--- src/rtl/fcims_order_ctrl.sv ---
// Order controller for the food-court inventory datapath: owns stock, price and
// running total, and serves two terminals one serialized transaction at a time.
module fcims_order_ctrl #(
  parameter logic [3:0] INIT_STOCK = 4'd0,
  parameter logic [3:0] INIT_PRICE = 4'd0
) (
  input  logic       clk,
  input  logic       reset,
  input  logic       cfg_we,
  input  logic [3:0] cfg_price,
  input  logic [3:0] cfg_stock,
  input  logic       req0,
  input  logic       req1,
  input  logic [3:0] qty0,
  input  logic [3:0] qty1,
  input  logic       op0,
  input  logic       op1,
  output logic       ack0,
  output logic       ack1,
  output logic       ok,
  output logic [7:0] fprice,
  output logic [3:0] stock,
  output logic [7:0] tprice,
  output logic       empty,
  output logic       busy,
  output logic       tovf
);

  typedef enum logic [1:0] {IDLE = 2'd0, EXEC = 2'd1, RESP = 2'd2} state_t;

  state_t     state, state_nx;
  logic [3:0] price, price_nx, stock_nx, qty, qty_nx;
  logic       id, id_nx, op, op_nx, prio, prio_nx;
  logic       ack0_nx, ack1_nx, ok_nx, tovf_nx;
  logic [7:0] fprice_nx, tprice_nx, product;
  logic [8:0] total_sum;
  logic [4:0] restock_sum;
  logic       grant;

  always_ff @(posedge clk or negedge reset) begin
    if (!reset) state <= IDLE;
    else        state <= state_nx;
  end

  always_comb begin
    state_nx = state;
    case (state)
      IDLE:    if (!cfg_we && (req0 || req1)) state_nx = EXEC;
      EXEC:    state_nx = RESP;
      RESP:    state_nx = IDLE;
      default: state_nx = IDLE;
    endcase
  end

  // prio names the terminal that wins a tie; it flips away from each acked terminal
  assign grant       = (req0 && req1) ? prio : req1;
  assign product     = {4'd0, qty} * {4'd0, price};
  assign total_sum   = {1'b0, tprice} + {1'b0, product};
  assign restock_sum = {1'b0, stock} + {1'b0, qty};

  always_comb begin
    price_nx  = price;
    stock_nx  = stock;
    qty_nx    = qty;
    id_nx     = id;
    op_nx     = op;
    prio_nx   = prio;
    fprice_nx = fprice;
    tprice_nx = tprice;
    tovf_nx   = tovf;
    ack0_nx   = 1'b0;
    ack1_nx   = 1'b0;
    ok_nx     = 1'b0;
    case (state)
      IDLE: begin
        if (cfg_we) begin
          price_nx = cfg_price;
          stock_nx = cfg_stock;
        end else if (req0 || req1) begin
          id_nx  = grant;
          qty_nx = grant ? qty1 : qty0;
          op_nx  = grant ? op1 : op0;
        end
      end
      EXEC: begin
        ack0_nx   = ~id;
        ack1_nx   = id;
        fprice_nx = 8'd0;
        if (op) begin
          if (!restock_sum[4]) begin
            stock_nx = restock_sum[3:0];
            ok_nx    = 1'b1;
          end
        end else if (qty <= stock) begin
          stock_nx  = stock - qty;
          fprice_nx = product;
          tprice_nx = total_sum[7:0];
          tovf_nx   = tovf | total_sum[8];
          ok_nx     = 1'b1;
        end
      end
      RESP:    prio_nx = ~id;
      default: ;
    endcase
  end

  // every output is a flop; empty and busy are precomputed from next-state values
  always_ff @(posedge clk or negedge reset) begin
    if (!reset) begin
      price  <= INIT_PRICE;
      stock  <= INIT_STOCK;
      qty    <= 4'd0;
      id     <= 1'b0;
      op     <= 1'b0;
      prio   <= 1'b0;
      fprice <= 8'd0;
      tprice <= 8'd0;
      tovf   <= 1'b0;
      ack0   <= 1'b0;
      ack1   <= 1'b0;
      ok     <= 1'b0;
      empty  <= (INIT_STOCK == 4'd0);
      busy   <= 1'b0;
    end else begin
      price  <= price_nx;
      stock  <= stock_nx;
      qty    <= qty_nx;
      id     <= id_nx;
      op     <= op_nx;
      prio   <= prio_nx;
      fprice <= fprice_nx;
      tprice <= tprice_nx;
      tovf   <= tovf_nx;
      ack0   <= ack0_nx;
      ack1   <= ack1_nx;
      ok     <= ok_nx;
      empty  <= (stock_nx == 4'd0);
      busy   <= (state_nx != IDLE);
    end
  end

endmodule

--- config.mk ---
export PLATFORM = sky130hd
export DESIGN_NAME = fcims_order_ctrl
export DESIGN_NICKNAME = d
export VERILOG_FILES = /design/src/rtl/fcims_order_ctrl.sv
export SDC_FILE = /design/constraint.sdc
export NUM_CORES = 1
export LEC_CHECK = 0
export CELL_PAD_IN_SITES_DETAIL_PLACEMENT = 0
export CELL_PAD_IN_SITES_GLOBAL_PLACEMENT = 1
export CORE_MARGIN = 2
export CORE_UTILIZATION = 35
export DETAILED_ROUTE_END_ITERATION = 16
export PLACE_DENSITY_LB_ADDON = 0.1
export SYNTH_ARGS = -nofsm -noshare
export SYNTH_HDL_FRONTEND = slang
export SYNTH_SLANG_ARGS = --single-unit
--- constraint.sdc ---
create_clock -name clk -period 4.48 [get_ports clk]
set_clock_uncertainty 0.05 [all_clocks]
set_input_delay 0.672 -clock clk [delete_from_list [all_inputs] [get_ports clk]]
set_output_delay 0.672 -clock clk [all_outputs]
set_load 0.01 [all_outputs]
==> results of run 1 <==
-- layer usage --
layer	global-route usage [%]	share of wire (%)
met1	18.0	44
met3	3.26	3.6
met2	25.5	51
met5	0	0
met4	3.85	1.1
-- stage by stage --
step	instances	setup slack [ns]	area [sq um]	hold slack [ns]	total power [uW]
after floorplan	261	0.994	2630	0.326	1490
after global placement	400	0.816	3180	0.425	1870
after detailed placement	400	0.769	3180	0.423	1860
after CTS	408	0.757	3310	0.442	2230
after global routing	408	0.544	3310	0.481	2400
final	408	0.794	3310	0.437	2190
-- final timing paths --
path / startpoint / end / slack [ns] / cells past startpoint
min in group asynchronous: reset / tprice[3] / 0.45 / 1
worst max register to register: qty[0] / tprice[7] / 0.79 / 14
worst max-delay path: qty[0] / tprice[7] / 0.79 / 14
worst min-delay path: tovf / tovf / 0.44 / 2
worst min register to register: tovf / tovf / 0.44 / 2
max in group asynchronous: reset / qty[1] / 3.36 / 1
-- layout make-up --
| cell class | count | share of cell area (%) |
|---|---|---|
| Clock buffer | 6 | 2.19 |
| Clock inverter | 2 | 1.81 |
| Inverter | 17 | 1.93 |
| Multi-Input combinational cell | 197 | 46.5 |
| Sequential cell | 39 | 29.5 |
| Tap cell | 99 | 3.74 |
| Timing Repair Buffer | 48 | 14.3 |
-- registers in the layout (all words and copies together), names as in the netlist, 2 cells and up --
register,flops
tprice,8
qty,4
price,4
state,2
stock,4
fprice,8
-- worst max-delay path, cell delays in order, from the launching register on --
cell     delay (ns)
dfrtp_1        0.46
nand2_1        0.12
fa_1           0.54
inv_1          0.05
fa_1           0.55
inv_1          0.06
fa_1           0.46
inv_1          0.07
a21o_1         0.10
a21oi_1        0.07
xnor2_1        0.15
ha_1           0.23
o41ai_1        0.41
xor2_1         0.18
o21ai_1        0.07
-- cells by family (layout without fill, tap and decap cells) --
group                      Yosys count  after routing  synth area share (%)
xor gates and xnor gates            13             13                  4.34
and+or+nand+nor                     75             75                  14.5
buffers and inverters               25             73                  4.10
DFF                                 39             39                  37.2
adders and majority gates           35             35                  18.7
muxes                               10             10                  4.00
AOI/OAI and AO/OA                   64             64                  17.2
-- power by group through the flow --
| stage | sequential [uW] | clock (uW) | combinational, uW |
|---|---|---|---|
| global route | 622 | 375 | 1400 |
| finish | 598 | 352 | 1240 |
| floorplan | 609 | 0 | 878 |
| global placement | 610 | 0 | 1260 |
| detailed placement | 608 | 0 | 1260 |
| CTS | 602 | 364 | 1260 |
-- Yosys cell counts (7+ instances only) --
cell	count	area [sq um]
inv_1	16	60.1
a22o_1	7	61.3
and2_1	15	93.8
nand2_1	33	124
o21ai_0	8	40.0
a21oi_1	15	75.1
o21ai_1	13	65.1
xnor2_1	8	70.1
dfrtp_1	38	951
ha_1	28	350
nor2_1	10	37.5
fa_1	7	140
==> metrics.md, run 1 <==
| Metric | Value |
|---|---|
| CTS Hold Bufs | `0` |
| Clock share of power | `16.1%` |
| Syn Inst Count | `261` |
| Max Transition Viols Final | `0` |
| Main flop type after synthesis | `dfrtp_1` |
| Worst slew margin | `39.7%` |
| First-pass GRT wire length | `9510 um` |
| Core area | `7250 sq um` |
| Layout cells sized above 1 | `6.80%` |
| Fill count | `718` |
| Async SR Flop Fraction | `100%` |
| Vert. Die Dim | `90.6 um` |
| Ant. Diodes | `0` |
| Post-synth EDFFs | `0` |
| Internal Power | `1300 uW` |
| Syn Std Cell Area | `2630 sq um` |
| Final setup fails | `0` |
| FMAX | `271 MHz` |
| Row Count | `31` |
| CTS Buf Count | `5` |
| Final #Nets | `366` |
| CTS resizes | `0` |
| Clk slew on worst S/H paths | `0.08 ns` |
| Full die area | `8210 sq um` |
| Setup crit start kind | `flop` |
| Crit-path max FO | `7` |
| Yosys Warn Count | `0` |
| Worst setup EP type | `flop` |
| Clock root cell | `clkbuf_8` |
| Most frequent cells in the layout | `47 x clkdlybuf4s50_1, 38 x dfrtp_1, 33 x nand2_1, 28 x ha_1, 16 x inv_1` |
| Unrepaired setup endpoints after global routing | `no` |
| Reg power frac | `27.3%` |
| Seq/Total Area, Yosys | `37.2%` |
| Post-synthesis average cell area | `10.1 sq um` |
| GPL Wtd Cong | `0.831` |
| Post-DP HPWL | `4380 um` |
| Final worst-path cycle share | `82.3%` |
| Total GRT Usage | `14.5%` |
| Buffers on Ports | `48` |
| Clk_lat worst skew | `0.29 ns` |
| Psw | `890 uW` |
| Register area | `977 sq um` |
| Initial Utilization | `36.2%` |
| CTS Buffer Depth | `2` |
| Max Cap Viol | `0` |
| DR WL/cell | `13.8 um` |
| CTS Sinks | `39` |
| Distinct cells, synth | `46` |
| Arr. time, crit path | `3.80 ns` |
| CTS tree | `yes` |
| #FFs+latches synth | `39` |
| Fin crit period | `3.69 ns` |
| Post-DRT Antenna Nets | `0` |
| Max rail drop VDD | `313 uV` |
| Initial DRC count | `54` |
| Worst Hold Class | `reg2reg` |
| Initial antenna violation count | `0` |
| # DRC | `0` |
| Area grow syn2layout | `26.2%` |
| Overflow after GRT | `0` |
| Outcome | `completed` |
| Vias | `1987` |
| DIE WIDTH | `90.6 um` |
| Post-layout util | `45.7%` |
| CP required | `4.60 ns` |
| Vias in the first global route | `1934` |
| Comb pwr share | `56.6%` |
| Syn Nets | `319` |
| DR vias/cell | `4.87` |
| Post-CTS setup buffer count | `0` |
| Setup CP Type | `reg2reg` |
| Largest net degree at the start of global routing | `40` |
| Sw frac | `40.7%` |
| Area of the multi-input gates | `1540 sq um` |
| Drt pass-1 iters | `4` |
| H-tree levels | `2` |
| Sum Neg Setup Slack | `0 ns` |
| Pwr Density | `661 nW/um^2` |
| WL final | `5630 um` |
| Final Hold Viols | `0` |
| Leakage | `0.00155 uW` |
| Most common cell after layout, fill and taps aside | `clkdlybuf4s50_1` |
| Boundary Pins | `49` |
| Worst-margin pin slew | `0.904 ns` |
Power figures use the tool's default switching activity.
==> inputs of run 2 (changes only) <==
- clock period: 4.48 -> 3.8 ns (I/O delays scaled with it)
==> metrics.md, run 2 (synthesized netlist as in run 1, its figures left out) <==
| Metric | Value |
|---|---|
| Outcome | `completed` |
| DP Area | `3210 sq um` |
| Clk_lat worst skew | `0.30 ns` |
| DIE WIDTH | `90.6 um` |
| DR WL/cell | `14.5 um` |
| First-pass GRT wire length | `9740 um` |
| Drt pass-1 iters | `6` |
| Ant. Diodes | `0` |
| FMAX | `281 MHz` |
| CP top delay family | `adder cells` |
| Setup CP Type | `reg2reg` |
| Initial DRC count | `70` |
| Crit path max-delay cell type | `fa_1` |
| Vias | `2005` |
| Total GRT Usage | `14.9%` |
| Arr. time, crit path | `3.69 ns` |
| CTS Sinks | `39` |
| Post-CTS setup buffer count | `0` |
| Crit-path max FO | `5` |
| Initial antenna violation count | `0` |
| Clock root cell | `clkbuf_8` |
| Vert. Die Dim | `90.6 um` |
| Area grow syn2layout | `28.2%` |
| CTS tree | `yes` |
| Boundary Pins | `49` |
| H-tree levels | `2` |
| Setup crit start kind | `flop` |
| CP required | `3.93 ns` |
| Layout cells sized above 1 | `9.58%` |
| Row Count | `31` |
| Most frequent cells in the layout | `47 x clkdlybuf4s50_1, 38 x dfrtp_1, 32 x nand2_1, 27 x ha_1, 16 x inv_1` |
| Critical path depth in cells | `16` |
| Final Hold Viols | `0` |
| Max rail drop VDD | `365 uV` |
| Design area | `3370 sq um` |
| CTS resizes | `0` |
| Post-DRT Antenna Nets | `0` |
| Max Cap Viol | `0` |
| Post-DP HPWL | `4500 um` |
| Worst-margin pin slew | `0.903 ns` |
| Buf+Inv Stages, Crit Path | `3` |
| CTS Buffer Depth | `2` |
| PnR Total Power | `2640 uW` |
| Final #Nets | `370` |
| CTS Buf Count | `5` |
| Buffers on Ports | `48` |
| Worst slew margin | `39.8%` |
| Largest net degree at the start of global routing | `40` |
| Worst setup EP type | `flop` |
| CP Cell Sequence | `nand2_2, fa_1, inv_1, fa_1, inv_1, fa_2, inv_1, a21o_1, a21oi_1, xnor2_1, ha_2, nor2_1, nor2_1, o41ai_2, xor2_1, o21ai_1` |
| Overflow after GRT | `0` |
| Final setup fails | `0` |
| Sum Neg Setup Slack | `0 ns` |
| CP peak stage delay | `0.56 ns` |
| Full die area | `8210 sq um` |
| Core area | `7250 sq um` |
| DR vias/cell | `4.87` |
| Final worst-path cycle share | `93.8%` |
| Most common cell after layout, fill and taps aside | `clkdlybuf4s50_1` |
| R2R cell count | `16` |
| Largest regs | `fprice x8, tprice x8` |
| Max Transition Viols Final | `0` |
| # DRC | `0` |
| GPL Wtd Cong | `0.811` |
| Fin crit period | `3.56 ns` |
| Vias in the first global route | `1976` |
| Fill count | `721` |
| Worst Hold Class | `in2async` |
| WL final | `5960 um` |
| Initial Utilization | `36.2%` |
| Pwr Density | `783 nW/um^2` |
| Clk slew on worst S/H paths | `0.09 ns` |
| Leakage | `0.00159 uW` |
| Worst path most repeated cell | `inv_1` |
| CTS Hold Bufs | `0` |
-- run 2: cell types whose count changed in the layout (fill, tap and decap cells not counted) --
cell | previous run | this run
ha_1 | 28 | 27
xnor2_2 | 0 | 1
o41ai_2 | 0 | 1
nand2_2 | 0 | 1
fa_1 | 7 | 6
xnor2_1 | 8 | 7
nand2_1 | 33 | 32
fa_2 | 0 | 1
ha_2 | 0 | 1
buf_4 | 0 | 4
o41ai_1 | 2 | 1
-- run 2: area by class of cell --
| cell class | instances | area [sq um] | share of cell area (%) |
|---|---|---|---|
| Clock buffer | 6 | 72.6 | 2.16 |
| Clock inverter | 2 | 60.1 | 1.78 |
| Inverter | 17 | 63.8 | 1.90 |
| Multi-Input combinational cell | 197 | 1560 | 46.5 |
| Sequential cell | 39 | 977 | 29.0 |
| Tap cell | 99 | 124 | 3.68 |
| Timing Repair Buffer | 52 | 505 | 15.0 |
-- run 2: routing by layer --
metal | up-vias | GRT usage (%) | wire [um]
met4 | 0 | 3.85 | 55
li1 | 1001 | - | -
met3 | 5 | 3.42 | 206
met2 | 34 | 26.0 | 2970
met5 | - | 0 | 0
met1 | 965 | 18.4 | 2730
-- run 2: power by group --
| part | switching (uW) | total [uW] | internal (uW) |
|---|---|---|---|
| clock network | 154 | 417 | 263 |
| logic | 788 | 1530 | 747 |
| registers | 134 | 686 | 552 |
-- run 2: worst reg2reg max path: stages (launching register included) --
cell     delay [ns]
dfrtp_1        0.41
nand2_2        0.08
fa_1           0.53
inv_1          0.05
fa_1           0.56
inv_1          0.07
fa_2           0.42
inv_1          0.07
a21o_1         0.11
a21oi_1        0.07
xnor2_1        0.24
ha_2           0.33
nor2_1         0.11
nor2_1         0.06
o41ai_2        0.05
xor2_1         0.17
o21ai_1        0.07
-- run 2: worst paths after layout --
kind | slack (ns) | end | from
hold reg to reg | 0.44 | tovf | tovf
hold / removal | 0.34 | tprice[5] | reset
setup reg to reg | 0.24 | tprice[7] | price[3]
max in group asynchronous | 2.79 | price[0] | reset
setup / recovery | 0.24 | tprice[7] | price[3]
min in group clk | 0.44 | tovf | tovf
-- run 2: per-stage QoR --
| stage | cells | utilization (%) | hold WS [ns] | worst slack (ns) |
|---|---|---|---|---|
| after floorplan | 261 | - | 0.224 | 0.314 |
| after global placement | 404 | 44.3 | 0.418 | 0.212 |
| after detailed placement | 404 | 44.3 | 0.422 | 0.146 |
| after CTS | 412 | 46.1 | 0.372 | 0.136 |
| after global routing | 412 | 46.4 | 0.419 | -0.000129 |
| final | 412 | 46.4 | 0.342 | 0.236 |
==> variant: new RTL, settings of run 2 <==
Register the output `tovf` once more; this adds one clock of latency there. The other outputs are not delayed to match.
--- a/src/rtl/fcims_order_ctrl.sv
+++ b/src/rtl/fcims_order_ctrl.sv
@@ -28,4 +28,6 @@
 
   typedef enum logic [1:0] {IDLE = 2'd0, EXEC = 2'd1, RESP = 2'd2} state_t;
+
+  logic tovf_s0;
 
   state_t     state, state_nx;
@@ -68,5 +70,5 @@
     fprice_nx = fprice;
     tprice_nx = tprice;
-    tovf_nx   = tovf;
+    tovf_nx   = tovf_s0;
     ack0_nx   = 1'b0;
     ack1_nx   = 1'b0;
@@ -96,5 +98,5 @@
           fprice_nx = product;
           tprice_nx = total_sum[7:0];
-          tovf_nx   = tovf | total_sum[8];
+          tovf_nx   = tovf_s0 | total_sum[8];
           ok_nx     = 1'b1;
         end
@@ -116,5 +118,5 @@
       fprice <= 8'd0;
       tprice <= 8'd0;
-      tovf   <= 1'b0;
+      tovf_s0 <= 1'b0;
       ack0   <= 1'b0;
       ack1   <= 1'b0;
@@ -131,5 +133,5 @@
       fprice <= fprice_nx;
       tprice <= tprice_nx;
-      tovf   <= tovf_nx;
+      tovf_s0 <= tovf_nx;
       ack0   <= ack0_nx;
       ack1   <= ack1_nx;
@@ -140,4 +142,8 @@
   end
 
+  always_ff @(posedge clk) begin
+    tovf <= tovf_s0;
+  end
+
 endmodule
 
Behaviour: not the same (Yosys sat finds a counterexample within 10 cycles, from zero or initial values and one cycle with reset low).
==> variant against run 2 <==
  * Critical path depth stayed put
  * Final area is 0.45% higher
  * Synthesized cell count is 0.38% higher
  * Sequential cell count is 1 higher
  * Power is 0.62% lower
  * First-iteration DRC count is 49% lower
  * Core utilization hardly changed
  * Synthesized area is 0.76% higher
  * Die area is 0.72% higher
  * Setup slack better by 0.055 ns
  * Sequential power is 2.9% higher
  * Routed wire length is 0.32% higher
  * Global-route usage is 0.82 points higher
  * Critical endpoint unchanged
  * Largest cell class unchanged
  * Largest power group unchanged
  * Highest routed layer unchanged
==> variant: results (changes against run 2) <==
- Total CTS buffers: 5 (unchanged)
- The post-synthesis share of cell area spent on full adders, half adders and majority gates was 0.185 (-0.00141).
- Net count after synthesis: 320 (+0.31%)
- The layout net count came to 373 (+0.81%).
- The detailed router's first-iteration violation count came to 36 (-49%).
* Pre-antenna DRT Iters: 4 (-2)
- Leakage dissipation: 1.59 nW (+0.47%)
- Status: finished, final reports clean
- Detail-routed net length per standard cell: 14.4 um (-0.41%)
- The wire length of the first global-routing pass was 10.3 mm (+5.8%).
- Internal power: 1.53 mW (-2.3%)
* Synth Area in Compound Gates: 0.170 (-0.00130)
* Fraction of final layout cells with drive strength greater than 1: 0.104 (+0.00858)
- Total half-perimeter wirelength after legalization and detailed placement: 4.59 mm (+2.0%)
- Number of fill cells: 754 (+4.6%)
- Worst ir drop on vdd: 397 uV (+8.7%)
* Fraction of the yosys area taken by sequential cells: 0.377 (+0.00475)
- The tree is rooted in a sky130_fd_sc_hd__clkbuf_8.
- The initial antenna violation count is 0 (unchanged).
- Top fanout value on the critical path: 5 (unchanged)
* Worst hold path class: reg2reg
* Vias: 2,022 (+0.85%)
- In this design, the largest share of critical-path delay is due to adder cells.
* Total routing resource utilization after global routing: 0.157 (+0.00818)
- The pre-CTS setup slack is 0.186 ns (+0.0404 ns).
* Number of distinct library cells after synthesis: 47 (+2.2%)
- The routability congestion estimate from global placement was 0.818 (+0.94%).
* Yosys warnings: 0 (unchanged)
- Biggest area contributors in the synthesized netlist: sky130_fd_sc_hd__dfrtp_1 36%, sky130_fd_sc_hd__ha_1 13%, sky130_fd_sc_hd__fa_1 5.3%, sky130_fd_sc_hd__nand2_1 4.7%, sky130_fd_sc_hd__and2_1 3.5%
- The share of synthesized area spent on multiplexers came to 0.0397 (-0.000303).
* Clock Pin Slew Worst Setup and Hold Paths: 0.08 ns
- Tightest slew margin relative to the limit: 0.416 (+0.0183)
- Async S/R FF share, synth: 0.975 (-0.0250)
- The arrival time at the worst endpoint is 3.62 ns (-0.07 ns).
* Register-to-Register Setup Slack: 0.29 ns (+0.06 ns)
* Share of the synthesized netlist area taken by xor and xnor gates: 0.0430 (-0.000328)
-- variant: layout make-up --
cell class,count,share of cell area
flip-flops and latches,40,0.295
multi-input cells,197,0.463
well taps,99,0.0366
repair buffers,54,0.154
clock inverters,3,0.0126
inverters,17,0.0189
clock buffers,5,0.0203
-- variant: cell families after synthesis --
| group | after synthesis |
|---|---|
| XOR/XNOR | 13 |
| buffers and inverters | 25 |
| AO/OA/AOI/OAI | 64 |
| adder cells (fa/ha/maj) | 35 |
| multiplexers | 10 |
| flip-flops | 40 |
| AND/OR/NAND/NOR | 75 |
-- variant: stage by stage --
| stage | cell area [um2] | hold WS (ns) | cells | utilization |
|---|---|---|---|---|
| finish | 3380 | 0.331 | 415 | 0.464 |
| global placement | 3230 | 0.308 | 405 | 0.443 |
| detailed placement | 3230 | 0.313 | 405 | 0.443 |
| global route | 3380 | 0.339 | 415 | 0.464 |
| floorplan | 2650 | 0.224 | 262 | - |
| CTS | 3340 | 0.333 | 413 | 0.458 |
-- variant: worst max path at each step --
stage	from	to
4_1_cts	price[3]	tprice[7]
5_1_grt	price[3]	tprice[7]
2_1_floorplan	qty[1]	tprice[7]
3_3_place_gp	price[3]	tprice[7]
3_5_place_dp	price[3]	tprice[7]
6_report	price[3]	tprice[7]
-- variant: power groups by stage --
stage	Combinational (mW)	Sequential, mW	Clock [mW]
floorplan	1.04	0.732	0
global placement	1.52	0.717	0
detailed placement	1.53	0.718	0
CTS	1.54	0.710	0.365
global route	1.75	0.736	0.385
finish	1.56	0.706	0.352
-- variant: timing repair --
action	in CTS	in global routing
endpoints found under the setup margin	0	1
setup buffers	0	2
gates resized for setup	0	5
-- variant: layer usage --
layer	track usage	vias up	wire, um
met5	0	-	0
met4	0.0379	0	70
met1	0.205	961	2720
met2	0.269	41	3010
met3	0.0282	7	177
li1	-	1013	-
